**src/rtl/frame_capture_reader_if.sv**
```systemverilog
// Output sample stream of the frame-capture reader: valid/ready with an end-of-frame marker.
interface frame_capture_reader_if #(
    parameter int DATA_W = 16
);
    logic [DATA_W-1:0] data;
    logic              valid;
    logic              ready;
    logic              last;

    modport master (output data, output valid, output last, input ready);
    modport slave  (input data, input valid, input last, output ready);
endinterface

```
**src/rtl/frame_capture_reader.sv**
```systemverilog
// Read-side controller for the frame-capture RAM: streams a circular-buffer frame onto a
// valid/ready stream, hiding RAM read latency behind a small credit-managed skid FIFO.
module frame_capture_reader #(
    parameter int ADDR_W = 11,
    parameter int DATA_W = 16,
    parameter int RD_LAT = 1
) (
    input  logic                   rd_clk,
    input  logic                   rd_rst_n,
    input  logic                   start,
    input  logic [ADDR_W-1:0]      base_addr,
    input  logic [ADDR_W:0]        frame_len,
    input  logic                   abort,
    output logic [ADDR_W-1:0]      rd_addr,
    input  logic [DATA_W-1:0]      rd_data,
    frame_capture_reader_if.master m,
    output logic                   busy,
    output logic                   done,
    output logic                   start_drop
);
    localparam int DEPTH = RD_LAT + 2;
    localparam int PTR_W = $clog2(DEPTH);
    localparam int TAG_N = RD_LAT + 1;   // registered address plus RAM latency
    localparam int CNT_W = $clog2(DEPTH + TAG_N + 1) + 1;
    localparam logic [ADDR_W:0] MAX_LEN = {1'b1, {ADDR_W{1'b0}}};

    typedef enum logic [1:0] {IDLE, READ, DRAIN, DONE} state_t;
    state_t state, state_next;

    logic [ADDR_W:0]   len_reg, issue_cnt, out_cnt, len_sat;
    logic              tag [TAG_N];
    logic [DATA_W-1:0] fifo_mem [DEPTH];
    logic [PTR_W-1:0]  wr_ptr, rd_ptr;
    logic [CNT_W-1:0]  fifo_cnt, inflight;
    logic              accept, issue, push, pop, valid, credit_ok;

    assign len_sat = (frame_len > MAX_LEN) ? MAX_LEN : frame_len;
    assign accept  = start && !abort && (state == IDLE);
    assign push    = tag[TAG_N-1];
    assign valid   = (fifo_cnt != '0);
    assign pop     = valid && m.ready;

    // Count read requests whose data has not yet landed in the FIFO.
    always_comb begin
        inflight = '0;
        for (int i = 0; i < TAG_N; i++)
            inflight = inflight + CNT_W'(tag[i]);
    end

    // A beat leaving this cycle frees its slot, which keeps one issue per cycle in steady state.
    assign credit_ok = (fifo_cnt + inflight - CNT_W'(pop)) < CNT_W'(DEPTH);
    assign issue     = !abort && ((accept && (len_sat != '0)) ||
                                  ((state == READ) && (issue_cnt != len_reg) && credit_ok));

    // State register.
    always_ff @(posedge rd_clk or negedge rd_rst_n) begin
        if (!rd_rst_n) state <= IDLE;
        else           state <= state_next;
    end

    // Next-state logic; abort always returns to IDLE.
    always_comb begin
        state_next = state;
        case (state)
            IDLE:    if (accept) state_next = (len_sat == '0) ? DONE : READ;
            READ:    if (issue_cnt == len_reg) state_next = DRAIN;
            DRAIN:   if ((inflight == '0) && (fifo_cnt == CNT_W'(pop))) state_next = DONE;
            DONE:    state_next = IDLE;
            default: state_next = IDLE;
        endcase
        if (abort) state_next = IDLE;
    end

    // Status outputs decoded from state.
    always_comb begin
        busy = 1'b0;
        done = 1'b0;
        if (state != IDLE) busy = 1'b1;
        if (state == DONE) done = 1'b1;
    end

    // Tag delay line: marks which cycles carry requested RAM data.
    genvar gi;
    generate
        for (gi = 0; gi < TAG_N; gi++) begin : g_tag
            if (gi == 0) begin : g_head
                // First stage captures the issue strobe.
                always_ff @(posedge rd_clk or negedge rd_rst_n) begin
                    if (!rd_rst_n)  tag[gi] <= 1'b0;
                    else if (abort) tag[gi] <= 1'b0;
                    else            tag[gi] <= issue;
                end
            end else begin : g_body
                // Later stages shift the strobe along with the RAM pipeline.
                always_ff @(posedge rd_clk or negedge rd_rst_n) begin
                    if (!rd_rst_n)  tag[gi] <= 1'b0;
                    else if (abort) tag[gi] <= 1'b0;
                    else            tag[gi] <= tag[gi-1];
                end
            end
        end
    endgenerate

    // Skid FIFO: push returning RAM data, pop on handshake, flush on abort.
    always_ff @(posedge rd_clk or negedge rd_rst_n) begin
        if (!rd_rst_n) begin
            wr_ptr   <= '0;
            rd_ptr   <= '0;
            fifo_cnt <= '0;
            for (int i = 0; i < DEPTH; i++) fifo_mem[i] <= '0;
        end else if (abort) begin
            wr_ptr   <= '0;
            rd_ptr   <= '0;
            fifo_cnt <= '0;
        end else begin
            if (push) begin
                fifo_mem[wr_ptr] <= rd_data;
                wr_ptr <= (wr_ptr == PTR_W'(DEPTH-1)) ? '0 : wr_ptr + 1'b1;
            end
            if (pop)
                rd_ptr <= (rd_ptr == PTR_W'(DEPTH-1)) ? '0 : rd_ptr + 1'b1;
            fifo_cnt <= fifo_cnt + CNT_W'(push) - CNT_W'(pop);
        end
    end

    // Frame bookkeeping: read address, issue/output counters and the dropped-start flag.
    always_ff @(posedge rd_clk or negedge rd_rst_n) begin
        if (!rd_rst_n) begin
            rd_addr    <= '0;
            len_reg    <= '0;
            issue_cnt  <= '0;
            out_cnt    <= '0;
            start_drop <= 1'b0;
        end else begin
            start_drop <= start && !abort && (state != IDLE);
            if (abort) begin
                issue_cnt <= '0;
                out_cnt   <= '0;
            end else begin
                if (accept) begin
                    len_reg <= len_sat;
                    out_cnt <= '0;
                end else if (pop) begin
                    out_cnt <= out_cnt + 1'b1;
                end
                if (accept)     issue_cnt <= {{ADDR_W{1'b0}}, issue};
                else if (issue) issue_cnt <= issue_cnt + 1'b1;
                // Address wraps naturally at 2^ADDR_W.
                if (issue) rd_addr <= accept ? base_addr : rd_addr + 1'b1;
            end
        end
    end

    assign m.valid = valid;
    assign m.data  = fifo_mem[rd_ptr];
    assign m.last  = valid && (out_cnt == len_reg - 1'b1);
endmodule

```
**src/flat_wrapper.sv**
```systemverilog
// flat-port wrapper written by rule: the top's interface ports become plain ports
module frame_capture_reader_flat 
#(
    parameter int ADDR_W = 11,
    parameter int DATA_W = 16,
    parameter int RD_LAT = 1
)
  (rd_clk, rd_rst_n, start, base_addr, frame_len, abort, rd_addr, rd_data, busy, done, start_drop, m_data, m_valid, m_last, m_ready);
  frame_capture_reader_if #(.DATA_W(DATA_W)) m_i ();
  input  logic rd_clk;
  input  logic rd_rst_n;
  input  logic start;
  input  logic [ADDR_W-1:0] base_addr;
  input  logic [ADDR_W:0] frame_len;
  input  logic abort;
  output logic [ADDR_W-1:0] rd_addr;
  input  logic [DATA_W-1:0] rd_data;
  output logic busy;
  output logic done;
  output logic start_drop;
  output wire logic [$bits(m_i.data)-1:0] m_data;
  output wire logic [$bits(m_i.valid)-1:0] m_valid;
  output wire logic [$bits(m_i.last)-1:0] m_last;
  input wire logic [$bits(m_i.ready)-1:0] m_ready;
  assign m_data = m_i.data;
  assign m_valid = m_i.valid;
  assign m_last = m_i.last;
  assign m_i.ready = m_ready;
  frame_capture_reader #(.ADDR_W(ADDR_W), .DATA_W(DATA_W), .RD_LAT(RD_LAT)) u_core (.rd_clk(rd_clk), .rd_rst_n(rd_rst_n), .start(start), .base_addr(base_addr), .frame_len(frame_len), .abort(abort), .rd_addr(rd_addr), .rd_data(rd_data), .m(m_i), .busy(busy), .done(done), .start_drop(start_drop));
endmodule
```
**config.mk**
```make
export PLATFORM = sky130hd
export DESIGN_NAME = frame_capture_reader_flat
export DESIGN_NICKNAME = d
export VERILOG_FILES = /design/src/rtl/frame_capture_reader_if.sv /design/src/rtl/frame_capture_reader.sv /design/src/flat_wrapper.sv
export SDC_FILE = /design/constraint.sdc
export NUM_CORES = 1
export LEC_CHECK = 0
export BUFFER_PORTS_ARGS = -buffer_cell sky130_fd_sc_hd__buf_4
export CAP_MARGIN = 0
export CORE_MARGIN = 2
export CORE_UTILIZATION = 55
export CTS_BUF_LIST = sky130_fd_sc_hd__clkbuf_8
export DETAILED_ROUTE_END_ITERATION = 7
export PLACE_DENSITY_LB_ADDON = 0.3
export SYNTH_ARGS = -nofsm -noshare
export SYNTH_HDL_FRONTEND = slang
export SYNTH_SLANG_ARGS = --single-unit
```
**constraint.sdc**
```tcl
create_clock -name rd_clk -period 5.2 [get_ports rd_clk]
set_input_delay 1.3 -clock rd_clk [delete_from_list [all_inputs] [get_ports rd_clk]]
set_output_delay 1.3 -clock rd_clk [all_outputs]
set_load 0.03 [all_outputs]
```
### Word level (Yosys, flattened, before mapping)

Cells that the tools add are included.

| operators by class | value |
|---|---|
| $add $sub $neg | 11 |
| $lt $le $gt $ge | 5 |
| equality and inequality tests | 12 |
| multiplexer cells | 31 |
| bitwise logic cells | 3 |
| reductions and logical operators | 27 |

Operators with widths:

| operator | count |
|---|---|
| $mux W12 | 7 |
| $bwmux W48 | 1 |
| $mux W16 | 3 |
| $bmux W16 S2 | 1 |
| $demux W16 S2 | 1 |
| $add A12 B1 Y12 const B | 2 |
| $eq A12 B12 Y1 | 2 |
| $mux W2 | 11 |
| $gt A12 B12 Y1 const B | 1 |
| $logic_not A12 Y1 | 1 |
| $ne A12 B12 Y1 | 1 |
| $reduce_bool A12 Y1 | 1 |
| $sub A12 B1 Y12 const B | 1 |
| $add A11 B1 Y11 const B | 1 |
| $logic_and A1 B1 Y1 | 11 |
| $mux W11 | 1 |
| $eq A2 B2 Y1 const B | 4 |
| $pmux W2 S4 | 1 |
| $sub A4 B1 Y4 | 2 |
| $ge A3 B3 Y1 const B | 2 |
| $ne A3 B2 Y1 const B | 2 |
| $not A2 Y3 | 2 |
| $reduce_and A2 Y1 | 3 |
| $reduce_bool A2 Y1 | 3 |
| 19 further kinds | 24 |

| storage, ports and cells | value |
|---|---|
| register bits | 108 |
| output and inout port bits | 32 |

### Depth between registers and ports, before layout

| logic depth | value |
|---|---|
| depth in word-level cells | 10 |
| mapped depth | 18 |
| depth with buffers taken out | 16 |

### Worst setup path after synthesis

No wires, ideal clock.

| path | value |
|---|---|
| path type | flip-flop to flip-flop |
| from | register u_core.fifo_cnt[2] |
| to | register u_core.rd_addr[3] |
| setup time | 0.126 ns |
| arrival time | 3.794 ns |
| setup slack | 1.280 ns |
| stages on the path, launching flop included | 17 |
| path buffers | 1 |
| period minus slack after synthesis | 3.920 ns |
| cells stage by stage | dfrtp_1 inv_1 ha_1 or3b_2 clkbuf_1 nand2_1 inv_1 ha_1 inv_1 ha_1 inv_1 fa_1 xor2_1 o21ai_0 nor3_1 a21oi_1 a221o_1 |

| on the way | value |
|---|---|
| cells in the longest elaborated chain, start to end | 8 |
| elaborated cells between the ends (all ways) | 9 |
| those cells by class | add/sub: 2; order compare: 1; reduce/logical: 6 |

RTL lines:

| what | RTL line | RTL |
|---|---|---|
| from (decl) | frame_capture_reader.sv:34 | `logic [CNT_W-1:0] fifo_cnt, inflight;` |
| from (signal assigned) | frame_capture_reader.sv:122 | `fifo_cnt <= fifo_cnt + CNT_W'(push) - CNT_W'(pop);` |
| $reduce_bool A4 Y1 | frame_capture_reader.sv:40 | `assign valid = (fifo_cnt != '0);` |
| named net m_valid | flat_wrapper.sv:22 | `output wire logic [$bits(m_i.valid)-1:0] m_valid;` |
| $logic_and A1 B1 Y1 | frame_capture_reader.sv:41 | `assign pop = valid && m.ready;` |
| $sub A4 B1 Y4 | frame_capture_reader.sv:51 | `assign credit_ok = (fifo_cnt + inflight - CNT_W'(pop)) < CNT_W'(DEPTH);` |
| $lt A4 B2 Y1 | frame_capture_reader.sv:51 |  |
| $logic_and A1 B1 Y1 | frame_capture_reader.sv:53 | `((state == READ) && (issue_cnt != len_reg) && credit_ok));` |
| $logic_or A1 B1 Y1 | frame_capture_reader.sv:52 | `assign issue = !abort && ((accept && (len_sat != '0)) \|\|` |
| $logic_and A1 B1 Y1 | frame_capture_reader.sv:52 |  |
| $reduce_and A2 Y1 (no line) | -- |  |
| to (signal assigned) | frame_capture_reader.sv:149 | `if (issue) rd_addr <= accept ? base_addr : rd_addr + 1'b1;` |
| to (decl) | frame_capture_reader.sv:14 | `output logic [ADDR_W-1:0] rd_addr,` |

The timed path passes the listed nets, and every way through them passes these cells.
A chain may end at the register's enable or synchronous reset.

### Worst setup path in the final report

| path | value |
|---|---|
| from | register u_core.fifo_cnt[2] |
| to | register u_core.rd_addr[6] |

| on the way | value |
|---|---|
| cells in the longest elaborated chain, start to end | 8 |
| elaborated cells between the ends (all ways) | 9 |
| those cells by class | add/sub: 2; order compare: 1; reduce/logical: 6 |

RTL lines:

| what | RTL line |
|---|---|
| branches (longest 2 deep; another with $add A4 B4 Y4) | -- |
| $sub A4 B1 Y4 (*) | frame_capture_reader.sv:51 |
| $lt A4 B2 Y1 (*) | frame_capture_reader.sv:51 |
| $logic_and A1 B1 Y1 (*) | frame_capture_reader.sv:53 |
| $logic_or A1 B1 Y1 (*) | frame_capture_reader.sv:52 |
| $logic_and A1 B1 Y1 (*) | frame_capture_reader.sv:52 |
| $reduce_and A2 Y1 (no line) (*) | -- |

Mark *: on every way between the ends.

==> out/results.tsv <==
metric	value	unit
relative slew slack	0.326	
critical path arrival	4.56	ns
Post-Syn Nets	673	
H-tree lvl count	3	
fin crit period	4.32	ns
DR DRC count	0	
Hold Violations, Final	0	
Critical Path Most Common Cell	inv_1	
Post-CTS Hold Buffers	0	
WHS Path Cells	1	
max_cap viols	0	
most frequent cells in the layout	108 x dfrtp_1, 86 x buf_4, 57 x nand2_1	
final setup fails	0	
via count	4910	
Critical-path top delay cell	or3_1	
CTS sink count	108	
Vert. Die Dim	109	um
# nets final	740	
initial antenna violation count	0	
dpl hpwl	10100	um
post-route setup TNS	0	ns
DR vias/cell	6.00	
Most used DFF post-synth	dfrtp_1	
Final Worst Setup Slack	0.876	ns
worst-margin pin slew	1.01	ns
CORE AREA	10800	sq um
period utilization	0.832	
CTS Buf Count	9	
Req. time, crit path	5.43	ns
Post-CTS Setup Bufs	0	
Worst VDD drop	0.388	mV
worst-path fanout max	18	
top-area cell type share of the netlist area	0.444	
final global-route overflow total	0	
Pleak	3.11	nW
Yosys reg bits	108	
gr usage total	0.246	
worst path cell trace	inv_1 > ha_1 > or3b_2 > nand2_1 > inv_1 > ha_1 > inv_1 > ha_1 > inv_1 > fa_1 > xor2_1 > o21ai_0 > or3_1 > o21ai_0 > o221ai_1	
cell count of the worst reg-to-reg path	15	
Boundary Pins	76	
die width	109	um
RSZ-0062 raised after global routing	false	
final core utilization	0.647	
Avg Cell Area, Syn	10.0	sq um
final RePlAce weighted congestion	0.853	
top cells by area, synth	dfrtp_1 44%, mux2_2 9.1%, ha_1 4.1%	
CTS clk-pin slew, worst paths	0.11	ns
Reg with most FFs	u_core.fifo_mem	
Synth cell types	61	
Clk Latency, worst-skew pair	0.38	ns
die area	11900	sq um
pwr dens	515	nW/um^2
crit-path max cell delay	0.59	ns
root buffer selected by CTS	clkbuf_8	
CTS resizes	0	
first-pass GRT wire length	22700	um
Post-synth EDFFs	0	
synth-to-layout area growth	14.7	%
largest net degree at the start of global routing	81	
hold slack	0.518	ns
drt wl/cell	17.4	um
startpoint types	flip-flop	
initial DRC count	273	
synth warn	0	
# fillers	847	
vias in the first global route	4730	
share of layout cells above drive strength 1	0.242	
status	finished clean	
Hold Crit Class	reg -> reg	
cell count after synthesis	607	
CTS tree	yes	
WL final	14200	um
Initial Util	0.564	
Core Rows	38	
Post-Place Setup Slack	0.703	ns
ant diodes	0	
Seq/Total Area, Yosys	0.444	
commonest non-fill, non-tap cell in the layout	dfrtp_1	
asr flop ratio synth	1.00	
TritonRoute pass-1 iters	5	
clock buffer depth	2	
fin. max-slew vios	0	
Mapped Area	6080	sq um
port bufs	75	
Critical Path End Type	flip-flop	
largest area contributor in the netlist	dfrtp_1	
clock skew	0.0116	ns
Crit Path Category	reg -> reg	
Max Fclk	231	MHz
max reg flops	48	
Routed Antenna Nets	0	
[synth_stat cells (all sizes together) (5+ instances only)]
library cell,n
a21oi,35
a22o,8
and3,9
buf,6
clkbuf,23
dfrtp,108
ha,20
inv,33
mux2,49
mux2i,20
nand2,57
nand3,17
nand4,8
nor2,34
nor2b,5
nor3,12
nor4,6
o21ai,32
o31ai,12
or3,12
or4,13
xnor2,24
xor2,10
[logic make-up (layout without fill, tap and decap cells)]
kind of cell             Yosys count  count (layout)  synth area share
AND/OR/NAND/NOR                  189             189             0.159
AO/OA/AOI/OAI                    122             122             0.132
flip-flops                       108             108             0.444
multiplexers                      69              69             0.124
buffers and inverters             63             134            0.0444
XOR/XNOR                          34              34            0.0490
adder cells (fa/ha/maj)           22              22            0.0477
[final cells by class]
class,count,area [sq um],area share
Tap cell,140,175,0.0251
Timing Repair Buffer,86,646,0.0925
Clock inverter,6,76.3,0.0109
Inverter,33,124,0.0178
Sequential cell,108,2700,0.387
Clock buffer,9,124,0.0178
Multi-Input combinational cell,436,3130,0.449
[path summary, 6_finish.rpt]
| kind | slack [ns] | end | start |
|---|---|---|---|
| hold / removal | 0.52 | u_core.fifo_mem[32] | u_core.fifo_mem[32] |
| min in group asynchronous | 1.09 | u_core.out_cnt[6] | rd_rst_n |
| max in group asynchronous | 3.15 | u_core.issue_cnt[3] | rd_rst_n |
| setup / recovery | 0.88 | u_core.rd_addr[6] | u_core.fifo_cnt[2] |
| hold reg to reg | 0.52 | u_core.fifo_mem[32] | u_core.fifo_mem[32] |
| setup reg to reg | 0.88 | u_core.rd_addr[6] | u_core.fifo_cnt[2] |
[critical path: cells and delay by family (launching register included)]
family,cells,cell delay (ns)
XOR/XNOR,1,0.15
flip-flops,1,0.38
AO/OA/AOI/OAI,3,0.90
AND/OR/NAND/NOR,3,1.28
adder cells (fa/ha/maj),4,1.06
buffers and inverters,4,0.40
[report_power, final]
group | total, mW | switching (mW) | internal (mW)
Clock | 0.540 | 0.309 | 0.231
Sequential | 1.27 | 0.227 | 1.04
Combinational | 1.78 | 1.05 | 0.729
Total | 3.59 | 1.59 | 2.00
[per-layer routing]
metal | up-vias | track usage | routed length, um
met2 | 142 | 0.433 | 7160
met5 | - | 0 | 0
li1 | 2328 | - | -
met3 | 10 | 0.0520 | 795
met4 | 0 | 0.0533 | 129
met1 | 2430 | 0.312 | 6120
[per-stage QoR]
step                power, mW  cell area [sq um]  std cells
floorplan                2.53               6080        607
global placement         2.97               6780        803
detailed placement       3.06               6780        803
CTS                      3.60               6980        818
global route             3.84               6980        818
finish                   3.59               6980        818
Note: power is estimated with default switching activity, not from simulation.
